<file path="src/rtl/sha256_msg_padder.sv">
// rtl/sha256_msg_padder.sv - reads a message from word memory and streams it padded into 16-word blocks
// Each stream word is fetched or synthesized, then held on blk_* until the downstream handshake.
module sha256_msg_padder #(
  parameter int NUM_OF_WORDS = 20
) (
  input  logic        clk,
  input  logic        reset_n,
  input  logic        start,
  input  logic [15:0] message_addr,
  output logic        done,
  output logic        mem_clk,
  output logic        mem_we,
  output logic [15:0] mem_addr,
  input  logic [31:0] mem_read_data,
  output logic        blk_valid,
  input  logic        blk_ready,
  output logic [31:0] blk_word,
  output logic [3:0]  blk_idx,
  output logic        blk_last,
  output logic        msg_last
);

  localparam int          NUM_BLOCKS = (32 * NUM_OF_WORDS + 64) / 512 + 1;
  localparam logic [15:0] MSG_WORDS  = 16'(NUM_OF_WORDS);
  localparam logic [15:0] LAST_W     = 16'(16 * NUM_BLOCKS - 1);
  localparam logic [15:0] LEN_HI_W   = 16'(16 * NUM_BLOCKS - 2);
  localparam logic [63:0] MSG_BITS   = 64'(NUM_OF_WORDS) * 64'd32;

  typedef enum logic [1:0] {IDLE, REQ, CAP, EMIT} state_t;

  state_t      state;
  logic [15:0] w;
  logic [15:0] base_addr;
  logic [15:0] w_next;
  logic [31:0] pad_word;

  assign mem_clk = clk;
  assign mem_we  = 1'b0;
  assign w_next  = w + 16'd1;

  // Words past the message: one marker word, zeros, then the 64-bit bit count.
  always_comb begin
    pad_word = 32'h0;
    if (w == MSG_WORDS)     pad_word = 32'h8000_0000;
    else if (w == LEN_HI_W) pad_word = MSG_BITS[63:32];
    else if (w == LAST_W)   pad_word = MSG_BITS[31:0];
  end

  always_ff @(posedge clk or negedge reset_n) begin
    if (!reset_n) begin
      state     <= IDLE;
      w         <= 16'h0;
      base_addr <= 16'h0;
      mem_addr  <= 16'h0;
      done      <= 1'b0;
      blk_valid <= 1'b0;
      blk_word  <= 32'h0;
      blk_idx   <= 4'h0;
      blk_last  <= 1'b0;
      msg_last  <= 1'b0;
    end else begin
      done <= 1'b0;
      case (state)
        IDLE: begin
          if (start) begin
            base_addr <= message_addr;
            w         <= 16'h0;
            // Address is presented during REQ so the synchronous read lands in CAP.
            mem_addr  <= message_addr;
            state     <= REQ;
          end
        end
        REQ: begin
          mem_addr <= 16'h0;
          if (w < MSG_WORDS) begin
            state <= CAP;
          end else begin
            blk_word  <= pad_word;
            blk_valid <= 1'b1;
            blk_idx   <= w[3:0];
            blk_last  <= &w[3:0];
            msg_last  <= (w == LAST_W);
            state     <= EMIT;
          end
        end
        CAP: begin
          blk_word  <= mem_read_data;
          blk_valid <= 1'b1;
          blk_idx   <= w[3:0];
          blk_last  <= &w[3:0];
          msg_last  <= (w == LAST_W);
          state     <= EMIT;
        end
        EMIT: begin
          if (blk_ready) begin
            blk_valid <= 1'b0;
            if (w == LAST_W) begin
              done  <= 1'b1;
              state <= IDLE;
            end else begin
              w        <= w_next;
              mem_addr <= (w_next < MSG_WORDS) ? base_addr + w_next : 16'h0;
              state    <= REQ;
            end
          end
        end
        default: state <= IDLE;
      endcase
    end
  end

endmodule

</file>
<file path="config.mk">
export PLATFORM = sky130hd
export DESIGN_NAME = sha256_msg_padder
export DESIGN_NICKNAME = d
export VERILOG_FILES = /design/src/rtl/sha256_msg_padder.sv
export SDC_FILE = /design/constraint.sdc
export NUM_CORES = 1
export LEC_CHECK = 0
export CELL_PAD_IN_SITES_DETAIL_PLACEMENT = 1
export CELL_PAD_IN_SITES_GLOBAL_PLACEMENT = 1
export CORE_MARGIN = 8
export CORE_UTILIZATION = 42
export DETAILED_ROUTE_END_ITERATION = 8
export PLACE_DENSITY_LB_ADDON = 0.1
export SYNTH_ARGS = -nofsm -noshare
export SYNTH_HDL_FRONTEND = slang
export SYNTH_SLANG_ARGS = --single-unit
</file>
<file path="constraint.sdc">
create_clock -name clk -period 8.6 [get_ports clk]
set_input_delay 0.86 -clock clk [delete_from_list [all_inputs] [get_ports clk]]
set_output_delay 0.86 -clock clk [all_outputs]
set_load 0.03 [all_outputs]
</file>
==> flow_results.org <==
** Synthesis
- In this run, synthesis produced a sequential element count of 90.
- The largest total area in the synthesized netlist belongs to sky130_fd_sc_hd__dfrtp_1.
- Counting instances in the post-synthesis netlist gives the leading cell types as sky130_fd_sc_hd__nand2_1 (112), sky130_fd_sc_hd__dfrtp_1 (90), sky130_fd_sc_hd__o21ai_0 (60), sky130_fd_sc_hd__ha_1 (27), sky130_fd_sc_hd__nor2_1 (22).
- In the synthesized netlist, the number of instances is about 550.
- The cell area that synthesis handed to floorplanning was approximately 5200 sq um.
- Sequential share of the synthesized area :: 0.436
- Count leader, synth :: sky130_fd_sc_hd__nand2_1
- By area the synthesized netlist is led by sky130_fd_sc_hd__dfrtp_1 (44%), sky130_fd_sc_hd__nand2_1 (8.1%), sky130_fd_sc_hd__ha_1 (6.5%), sky130_fd_sc_hd__o21ai_0 (5.8%), sky130_fd_sc_hd__mux2_2 (3.9%).
- Nets in the synthesized netlist :: roughly 630
- Of all flip-flops after synthesis, the portion carrying an async set or reset was 1.00.
- Count of yosys warnings during synthesis :: 0
- In this run, distinct cell masters in the synthesized netlist total 66.
- Avg Inst Size Synth :: approximately 9.3 sq um
- Ys flop type :: sky130_fd_sc_hd__dfrtp_1
- Of the post-synthesis cell area, the dominant cell type holds 0.436.
- EDFF count, synth :: 0

** Die
- Measured along the x axis, the die boundary spans 127 um.
- After floorplanning, the core was divided into 40 placement rows.
- The initial utilization of the core area, before any placement, comes to 0.430.
- The die is approximately 130 um tall.
- Die footprint :: between 15000 and 20000 sq um
- The region available for standard cell placement spans 12000 sq um.
- During I/O placement, the number of pins put on the boundary was 110.

** Critical path
- The critical path goes through clkbuf_16 > clkbuf_16 > clkdlybuf4s50_1.
- The setup check on the worst reg-to-reg path leaves a slack of 5.28 ns.
- Setup Crit Path Kind :: clock port to output port
- For the worst setup path, the data required time is approximately 7.7 ns.
- In this design, the stage delay of the slowest critical-path cell is 0.59 ns.
- In this run the worst path has a maximum fanout of 2.
- The critical path contains buffers and inverters numbering 3 combined.
- Critical Path Source :: clk
- Data arrival time of the critical path :: just over 5 ns
- The slowest stage of the critical path is the sky130_fd_sc_hd__clkdlybuf4s50_1 cell.
- Broken down by cell family, the worst path's largest delay share belongs to buffers and inverters.
- Category of the worst setup path capture point :: output port
- Critical Path Most Common Cell :: sky130_fd_sc_hd__clkbuf_16
- In this run the critical register-to-register path is launched from w[1].
- Startpoint kind of the worst setup timing path :: clock port

** Route
- Via/cell ratio :: 5.55
- Across all layers, the routed design uses 4425 vias.
- The first routing iteration left approximately 320 violations.
- Summed over all layers, the routed wires come to between 15000 and 20000 um.
- The first detailed-routing pass took 5 iterations.
- After detailed routing, the number of remaining DRC violations is 0.
- After detailed routing, the average wire length per cell comes to a little over 20 um.
- Antenna violation net count after detailed routing :: 0

** Finish
- # diodes :: 0
- Share of post-route cells with drive strength above 1 :: 0.0908
- Layout overhead on the synthesized area :: 28.5%
- Total Nets Final :: roughly 730

** CTS
- Post-CTS setup buffers :: 0
- Reg clk slew, reported paths :: about 0.060 ns
- For the worst-skew pair, the clock arrives at the later sink with an insertion delay of ~0.46 ns.
- CTS tree :: done
- Hold-fix buffers, CTS :: 0
- Cells resized by post-CTS repair :: 0

** Timing
- Setup slack after layout :: 2.60 ns
- Number of setup violations in the final report :: 0
- Number of hold-slack violations in the final timing report :: 0
- Headroom to the max-slew limit came out at 0.206.
- Unrepaired setup endpoints after global routing :: false
- The number of slew-limit violations in the final report was 0.
- Summed over all failing endpoints, the final setup total negative slack is 0 ns.
- Clock skew after layout :: 0.00660 ns
- At the pin with the least slew margin, the transition time is roughly 1.2 ns.

** Pwr
- IR drop worst, VDD :: between 0.00015 and 0.0002 V
- Dividing total power by cell area gives a power density of 341 nW/um^2.
- Summed over all cells, the static leakage comes to approximately 3 nW.

** Hold path
- Min-Delay Path Class :: primary input to async pin

** Flow run
- Max-cap violation count :: 0

** Placement
- Before CTS, the worst setup slack after placement is roughly 2.9 ns.
- During placement, the flow inserted port buffers numbering 108.
- Sum of net half-perimeters after detailed placement :: 11600 um
- The congestion estimate from routability-driven global placement came to just under 0.9.

** Outcome
- The run finished with clean final reports.

** Global routing
- Maximum number of pins on one net before global-route repair :: 75
- The number of global-route vias before repair came to between 4000 and 5000.
- First-pass GRT wire length :: around 26000 um
- The number of antenna violations at the first check in global routing was 0.
- Global routing finished with a remaining overflow of 0.
- In the global route stage, overall resource usage came out at 0.206.
==> report_power, final <==
part	internal (W)	switching [W]
Sequential	0.000548	0.0000898
Clock	0.000308	0.000189
Combinational	0.000420	0.000711
==> final timing paths <==
kind	endpoint	cells past startpoint
setup reg to reg	mem_addr[15]	12
hold / removal	base_addr[15]	1
min in group clk	blk_word[2]	2
max in group asynchronous	mem_addr[1]	2
hold reg to reg	blk_word[2]	2
setup / recovery	mem_clk	3
==> state kept, by name (all words and copies together) (netlist names), 2 cells and up <==
name	flops
w	16
blk_idx	4
blk_word	32
mem_addr	16
state	2
base_addr	16
==> stage by stage <==
stage	hold WS (ns)	area [sq um]	total power, W	instances	util
after floorplan	0.484	5160	0.00140	553	-
after global placement	0.461	6260	0.00175	778	0.521
after detailed placement	0.470	6260	0.00179	778	0.521
after CTS	0.390	6640	0.00229	797	0.553
after global routing	0.413	6640	0.00242	797	0.553
final	0.374	6640	0.00227	797	0.553
==> worst reg2reg max path: cells and delay by family (launching register included) <==
family                     cells  cell delay [ns]
buffers and inverters          1             0.11
muxes                          1             0.20
xor gates and xnor gates       1             0.20
DFF                            1             0.48
and+or+nand+nor                2             0.38
adders and majority gates      2             0.72
AOI/OAI and AO/OA              5             1.17
==> cell families after synthesis <==
group / count (synthesis) / synth area share
buffers and inverters: 50 / 0.0526
adders and majority gates: 28 / 0.0693
AOI/OAI and AO/OA: 142 / 0.171
muxes: 20 / 0.0431
other: 1 / 0.000726
xor gates and xnor gates: 27 / 0.0458
DFF: 90 / 0.436
and+or+nand+nor: 195 / 0.181
==> final cells by class <==
| cell class | count | area, sq um |
|---|---|---|
| Fill cell | 1358 | 5370 |
| Clock inverter | 4 | 50.0 |
| Sequential cell | 90 | 2250 |
| Timing Repair Buffer | 113 | 1110 |
| Inverter | 14 | 52.6 |
| Tap cell | 147 | 184 |
| Multi-Input combinational cell | 413 | 2640 |
| Clock buffer | 16 | 342 |
==> cell usage in the layout, fill, tap and decap left out, types with 3 or more instances in the layout <==
master / instances
sky130_fd_sc_hd__a22oi_1: 8
sky130_fd_sc_hd__nor3_1: 11
sky130_fd_sc_hd__nand4_1: 3
sky130_fd_sc_hd__xnor2_1: 19
sky130_fd_sc_hd__o31ai_1: 4
sky130_fd_sc_hd__a211oi_1: 3
sky130_fd_sc_hd__nor4_1: 5
sky130_fd_sc_hd__clkbuf_16: 12
sky130_fd_sc_hd__a21o_1: 8
sky130_fd_sc_hd__buf_4: 7
sky130_fd_sc_hd__a221oi_1: 3
sky130_fd_sc_hd__nor2_1: 22
sky130_fd_sc_hd__clkdlybuf4s50_1: 107
sky130_fd_sc_hd__nand2_1: 111
sky130_fd_sc_hd__o21ai_0: 60
sky130_fd_sc_hd__nand3_1: 10
sky130_fd_sc_hd__inv_1: 14
sky130_fd_sc_hd__o211ai_1: 5
sky130_fd_sc_hd__o21ai_1: 8
sky130_fd_sc_hd__a22o_1: 4
sky130_fd_sc_hd__a31oi_1: 3
sky130_fd_sc_hd__a21oi_1: 19
sky130_fd_sc_hd__dfrtp_1: 90
sky130_fd_sc_hd__mux2_2: 18
sky130_fd_sc_hd__ha_1: 27
sky130_fd_sc_hd__nor2b_1: 5
sky130_fd_sc_hd__nand3b_1: 3
sky130_fd_sc_hd__xor2_1: 8
sky130_fd_sc_hd__and3_1: 7
==> routing by layer <==
layer / GRT usage / vias up / wire length [um]
met5: 0 / - / 0
met4: 0.0791 / 0 / 303
met3: 0.0427 / 23 / 786
met2: 0.341 / 96 / 7930
met1: 0.257 / 2193 / 7070
li1: - / 2113 / -
Note: power is estimated with default switching activity, not from simulation.
